===== config.mk =====
export PLATFORM = sky130hd
export DESIGN_NAME = fetch_stage
export DESIGN_NICKNAME = d
export VERILOG_FILES = /design/src/rtl/fetch_stage_pkg.sv /design/src/rtl/fetch_stage_if_id_reg.sv /design/src/rtl/fetch_stage.sv
export SDC_FILE = /design/constraint.sdc
export NUM_CORES = 1
export LEC_CHECK = 0
export BUFFER_PORTS_ARGS = -buffer_cell sky130_fd_sc_hd__buf_2
export CORE_MARGIN = 2
export CORE_UTILIZATION = 40
export DETAILED_ROUTE_END_ITERATION = 8
export PLACE_DENSITY = 0.74
export SETUP_SLACK_MARGIN = 0.2
export SLEW_MARGIN = 0
export SYNTH_ARGS = -nofsm -noshare
export SYNTH_HDL_FRONTEND = slang
export SYNTH_SLANG_ARGS = --single-unit

===== constraint.sdc =====
create_clock -name clk -period 6.9 [get_ports clk]
set_input_delay 1.725 -clock clk [delete_from_list [all_inputs] [get_ports clk]]
set_output_delay 1.725 -clock clk [all_outputs]
set_load 0.02 [all_outputs]

===== src/rtl/fetch_stage_pkg.sv =====
`default_nettype none
// +----------------------------------------------------------------------------+
// | Module      : fetch_stage_pkg                                              |
// | Description : Shared fetch-path constants. The bubble encoding and the     |
// |               default reset PC are also used by the ID/EX flush logic.     |
// | Revision    : 1.0 - initial release                                        |
// +----------------------------------------------------------------------------+
package fetch_stage_pkg;

  // addi x0,x0,0 : decodes to a harmless write of x0 with no memory access
  localparam logic [31:0] c_INST_NOP         = 32'h0000_0013;
  localparam logic [31:0] c_RESET_PC_DEFAULT = 32'h0000_0000;
  localparam logic [31:0] c_PC_STEP          = 32'd4;

  // Redirect targets are forced onto a word boundary; misalignment is only
  // flagged, never trapped, by the fetch stage.
  function automatic logic [31:0] align_word(input logic [31:0] addr);
    return {addr[31:2], 2'b00};
  endfunction

endpackage
`default_nettype wire


===== src/rtl/fetch_stage_if_id_reg.sv =====
`default_nettype none
// +----------------------------------------------------------------------------+
// | Module      : fetch_stage_if_id_reg                                        |
// | Description : IF/ID pipeline register. Priority: flush > hold > load.     |
// |               A load of an invalid fetch stores the NOP bubble.            |
// | Ports       : clk, rst        clock, async active-high reset               |
// |               flush_i         clear to bubble (redirect)                   |
// |               hold_i          keep all fields (stall)                      |
// |               pc_i/pc4_i/inst_i/valid_i   values to load                   |
// |               pc_o/pc4_o/inst_o/valid_o   registered IF/ID fields          |
// | Revision    : 1.0 - initial release                                        |
// +----------------------------------------------------------------------------+
module fetch_stage_if_id_reg
  import fetch_stage_pkg::*;
(
  input  logic        clk,
  input  logic        rst,
  input  logic        flush_i,
  input  logic        hold_i,
  input  logic [31:0] pc_i,
  input  logic [31:0] pc4_i,
  input  logic [31:0] inst_i,
  input  logic        valid_i,
  output logic [31:0] pc_o,
  output logic [31:0] pc4_o,
  output logic [31:0] inst_o,
  output logic        valid_o
);

  logic [31:0] pc_q;
  logic [31:0] pc4_q;
  logic [31:0] inst_q;
  logic        valid_q;

  always_ff @(posedge clk or posedge rst) begin
    if (rst) begin
      pc_q    <= 32'd0;
      pc4_q   <= 32'd0;
      inst_q  <= c_INST_NOP;
      valid_q <= 1'b0;
    end else if (flush_i) begin
      pc_q    <= 32'd0;
      pc4_q   <= 32'd0;
      inst_q  <= c_INST_NOP;
      valid_q <= 1'b0;
    end else if (!hold_i) begin
      pc_q    <= pc_i;
      pc4_q   <= pc4_i;
      // BRAM output is meaningless before the first address was latched
      inst_q  <= valid_i ? inst_i : c_INST_NOP;
      valid_q <= valid_i;
    end
  end

  assign pc_o    = pc_q;
  assign pc4_o   = pc4_q;
  assign inst_o  = inst_q;
  assign valid_o = valid_q;

endmodule
`default_nettype wire


===== src/rtl/fetch_stage.sv =====
`default_nettype none
// +----------------------------------------------------------------------------+
// | Module      : fetch_stage                                                  |
// | Description : IF stage. Owns the PC, drives a 1-cycle-latency instruction  |
// |               BRAM and the IF/ID register; handles stalls and redirects.   |
// | Ports       : clk, rst            clock, async active-high reset           |
// |               stall               hold PC and IF/ID                        |
// |               redirect/_pc        taken branch/jump target from EX         |
// |               imem_addr           BRAM word address (from next PC)         |
// |               imem_rdata          BRAM data for the current PC             |
// |               if_id_pc/pc4/inst/valid   IF/ID outputs to decode            |
// |               misalign_err        sticky misaligned-redirect flag          |
// | Revision    : 1.0 - initial release                                        |
// +----------------------------------------------------------------------------+
module fetch_stage
  import fetch_stage_pkg::*;
#(
  parameter logic [31:0] RESET_PC    = c_RESET_PC_DEFAULT,
  parameter int          IMEM_ADDR_W = 14
) (
  input  logic                   clk,
  input  logic                   rst,
  input  logic                   stall,
  input  logic                   redirect,
  input  logic [31:0]            redirect_pc,
  output logic [IMEM_ADDR_W-1:0] imem_addr,
  input  logic [31:0]            imem_rdata,
  output logic [31:0]            if_id_pc,
  output logic [31:0]            if_id_pc4,
  output logic [31:0]            if_id_inst,
  output logic                   if_id_valid,
  output logic                   misalign_err
);

  logic [31:0] pc_q;
  logic [31:0] next_pc_d;
  logic [31:0] pc_plus4;
  logic        fetch_valid_q;
  logic        misalign_q;

  assign pc_plus4 = pc_q + c_PC_STEP;

  // While fetch_valid_q is low the BRAM has not yet been given RESET_PC, so
  // the PC must not advance on the first edge.
  always_comb begin
    next_pc_d = pc_plus4;
    if (redirect) begin
      next_pc_d = align_word(redirect_pc);
    end else if (stall || !fetch_valid_q) begin
      next_pc_d = pc_q;
    end
  end

  // BRAM latches the address on the same edge the PC takes next_pc_d, so its
  // read data always belongs to pc_q.
  assign imem_addr = next_pc_d[IMEM_ADDR_W+1:2];

  logic unused_next_pc_bits;
  assign unused_next_pc_bits = ^{next_pc_d[31:IMEM_ADDR_W+2], next_pc_d[1:0]};

  always_ff @(posedge clk or posedge rst) begin
    if (rst) begin
      pc_q          <= RESET_PC;
      fetch_valid_q <= 1'b0;
      misalign_q    <= 1'b0;
    end else begin
      pc_q          <= next_pc_d;
      fetch_valid_q <= 1'b1;
      if (redirect && (redirect_pc[1:0] != 2'b00)) begin
        misalign_q <= 1'b1;
      end
    end
  end

  assign misalign_err = misalign_q;

  // Redirect flushes the wrong-path fetch currently at pc_q; the older
  // wrong-path instruction already in ID is squashed downstream.
  fetch_stage_if_id_reg u_if_id (
    .clk     (clk),
    .rst     (rst),
    .flush_i (redirect),
    .hold_i  (stall),
    .pc_i    (pc_q),
    .pc4_i   (pc_plus4),
    .inst_i  (imem_rdata),
    .valid_i (fetch_valid_q),
    .pc_o    (if_id_pc),
    .pc4_o   (if_id_pc4),
    .inst_o  (if_id_inst),
    .valid_o (if_id_valid)
  );

endmodule
`default_nettype wire

==> flow_summary.json <==
{
  "cts_resized": 0,
  "die_x_um": 127.7,
  "antenna_cells": 0,
  "drt_first_iter_violations": 325,
  "io_buffers": 179,
  "vias_per_cell": 5.477,
  "die_area_mm2": 0.01630,
  "antenna_found_initial": 0,
  "postCtsSetupRepairBufs": 0,
  "p_leak_uw": 0.003578,
  "slew_headroom_pct": 16.55,
  "area_growth_pct": 22.04,
  "vias": 5033,
  "wl_met3_um": 923,
  "vdd_drop_max_mv": 0.1829,
  "pin_count": 180,
  "status": "complete, no violations",
  "grt_pass1_wl_um": 26030,
  "drt.antenna.violating_nets": 0,
  "cts_hold_buf": 0,
  "syn-instance-count": 582,
  "fin_crit_sh_pct": 74.51,
  "period_minus_slack_ps": 5141,
  "finalInstanceArea_mm2": 0.007467,
  "fill_cells": 1423,
  "synthArstFlopShare_pct": 100.0,
  "cts_sinks": 126,
  "worstSetupStartpointType": "input port",
  "grt_max_degree": 71,
  "syn_nets": 651,
  "cts_root_buf": "clkbuf_16",
  "maxCapViolCount": 0,
  "fin_tns_setup_ps": 0,
  "die_h_um": 127.7,
  "report.final.slew_viol_count": 0,
  "required_ps": 5180,
  "first_pass_iters": 5,
  "syn_avg_cell_area_um2": 10.51,
  "setup_viol": 0,
  "wl_um": 16230,
  "wl_met1_um": 7438,
  "clock-skew-final_ps": 14.15,
  "clockBufferDepth": 2,
  "synth_area_mm2": 0.006118,
  "cts_buffers": 17,
  "htreeDepth": 4,
  "ys.flop_type": "dfrtp_1",
  "core_area_mm2": 0.01509,
  "powerDensity_mw_per_mm2": 259.9,
  "worstSkewPairLatency_ps": 420,
  "globalplace.congestion": 0.8211,
  "critical_path_peak_fanout": 18,
  "synth_edf_count": 0,
  "cts.clk_slew.worst_paths_ps": 50,
  "ys_seq_elements": 126,
  "wl_per_cell_um": 17.66,
  "cts_tree": "yes",
  "max_freq_ghz": 0.1945,
  "grt_pass1_vias": 4801,
  "final_nets": 787,
  "worstSetupPathType": "in -> out",
  "start_util_pct": 40.55,
  "post_dp_cell_area_mm2": 0.006919,
  "arrival_ps": 3420,
  "yosysWarnings": 0,
  "grt_usage_pct": 20.19,
  "rsz0062_at_grt": "no",
  "hp-class": "reg -> reg",
  "drc_errors": 0,
  "yosysSeqAreaShare_pct": 51.60,
  "hold_violations": 0,
  "dr_wl_met2_um": 7654,
  "tightest_slew_ps": 1250,
  "cp-end-kind": "primary output",
  "synth_cell_types": 46,
  "gr-total-overflow": 0,
  "dp_hpwl_um": 11040,
  "highest_layer": "met4",
  "drive_gt1_share_pct": 32.42,
  "rows": 45
}
## per-stage QoR
step	power, uW	util, %	instances	setup WS (ps)	hold WS [ps]
floorplan	1040	-	582	1824	532.6
global placement	1128	45.85	887	1772	448.4
detailed placement	1131	45.85	887	1733	454.5
CTS	1956	49.49	919	1721	466.7
global route	2027	49.49	919	1539	512.5
finish	1941	49.49	919	1759	459.2
## report_power, final
| part | internal (uW) | switching [uW] |
|---|---|---|
| Combinational | 98.3 | 174 |
| Sequential | 790 | 55.2 |
| Clock | 473 | 352 |
| Total | 1360 | 581 |
## sequential cells by signal (all words and copies together), names as in the netlist
register	flops
u_if_id.valid_o	1
u_if_id.pc4_o	31
u_if_id.pc_o	30
misalign_err	1
pc_q	30
u_if_id.inst_o	32
fetch_valid_q	1
## worst paths after layout
path / depth (start not counted) / slack, ps / to / startpoint
worst max-delay path: 7 / 1760 / imem_addr[13] / stall
worst min-delay path: 1 / 460 / misalign_err / misalign_err
worst max register to register: 5 / 4450 / pc_q[30] / pc_q[2]
worst min register to register: 1 / 460 / misalign_err / misalign_err
max in group asynchronous: 3 / 4130 / u_if_id.pc_o[2] / rst
min in group asynchronous: 2 / 1490 / u_if_id.inst_o[20] / rst
## synthesized netlist by cell type (6+ instances only)
cell / count / area, um2
a31oi_1: 12 / 75.07
o211ai_1: 6 / 45.04
nand4_1: 10 / 62.56
buf_2: 11 / 55.05
a211oi_1: 11 / 82.58
mux2i_1: 33 / 330.3
or4_1: 24 / 180.2
a311oi_1: 13 / 113.9
nor2_1: 75 / 281.5
a22o_1: 29 / 254.0
nand3_1: 17 / 85.08
o21ai_0: 18 / 90.09
dfrtp_1: 123 / 3078
xnor2_1: 14 / 122.6
clkbuf_1: 26 / 97.59
xor2_1: 11 / 96.34
o31ai_1: 20 / 150.1
buf_4: 26 / 195.2
nand2_1: 38 / 142.6
## routing by layer
metal	vias to the layer above	track usage [%]
met5	-	0
li1	2407	-
met4	0	6.076
met2	166	30.95
met3	14	4.841
met1	2446	28.59
## cell usage in the layout, fill, tap and decap left out, drive strengths merged, types with 18 or more instances in the layout
cell and n:
a22o 29, nand3 21, mux2i 33, nor2 75, o31ai 20, clkbuf 18
o21ai 18, or4 25, dfrtp 123, buf 186, nand2 39
## logic make-up after synthesis
family / after synthesis / synth area share [%]
AOI/OAI and AO/OA: 118 / 14.48
xor gates and xnor gates: 25 / 3.579
adders and majority gates: 1 / 0.2045
buffers and inverters: 73 / 6.666
DFF: 126 / 51.60
muxes: 34 / 5.583
other: 1 / 0.06129
and+or+nand+nor: 204 / 17.83
## layout make-up
| cell class | count | area [um2] | area share (%) |
|---|---|---|---|
| flip-flops and latches | 126 | 3157 | 42.28 |
| repair buffers | 186 | 950.9 | 12.73 |
| inverters | 4 | 17.52 | 0.2346 |
| clock buffers | 18 | 439.2 | 5.881 |
| multi-input cells | 383 | 2559 | 34.27 |
| clock inverters | 14 | 108.9 | 1.458 |
| well taps | 188 | 235.2 | 3.150 |
## critical path, cell delays in order
cell and delay (ps):
buf_2 280, nor2b_1 170, buf_4 220, nand3_1 240, or4_1 450, nand3_1 120, buf_2 190
(Power assumes the default switching activity.)
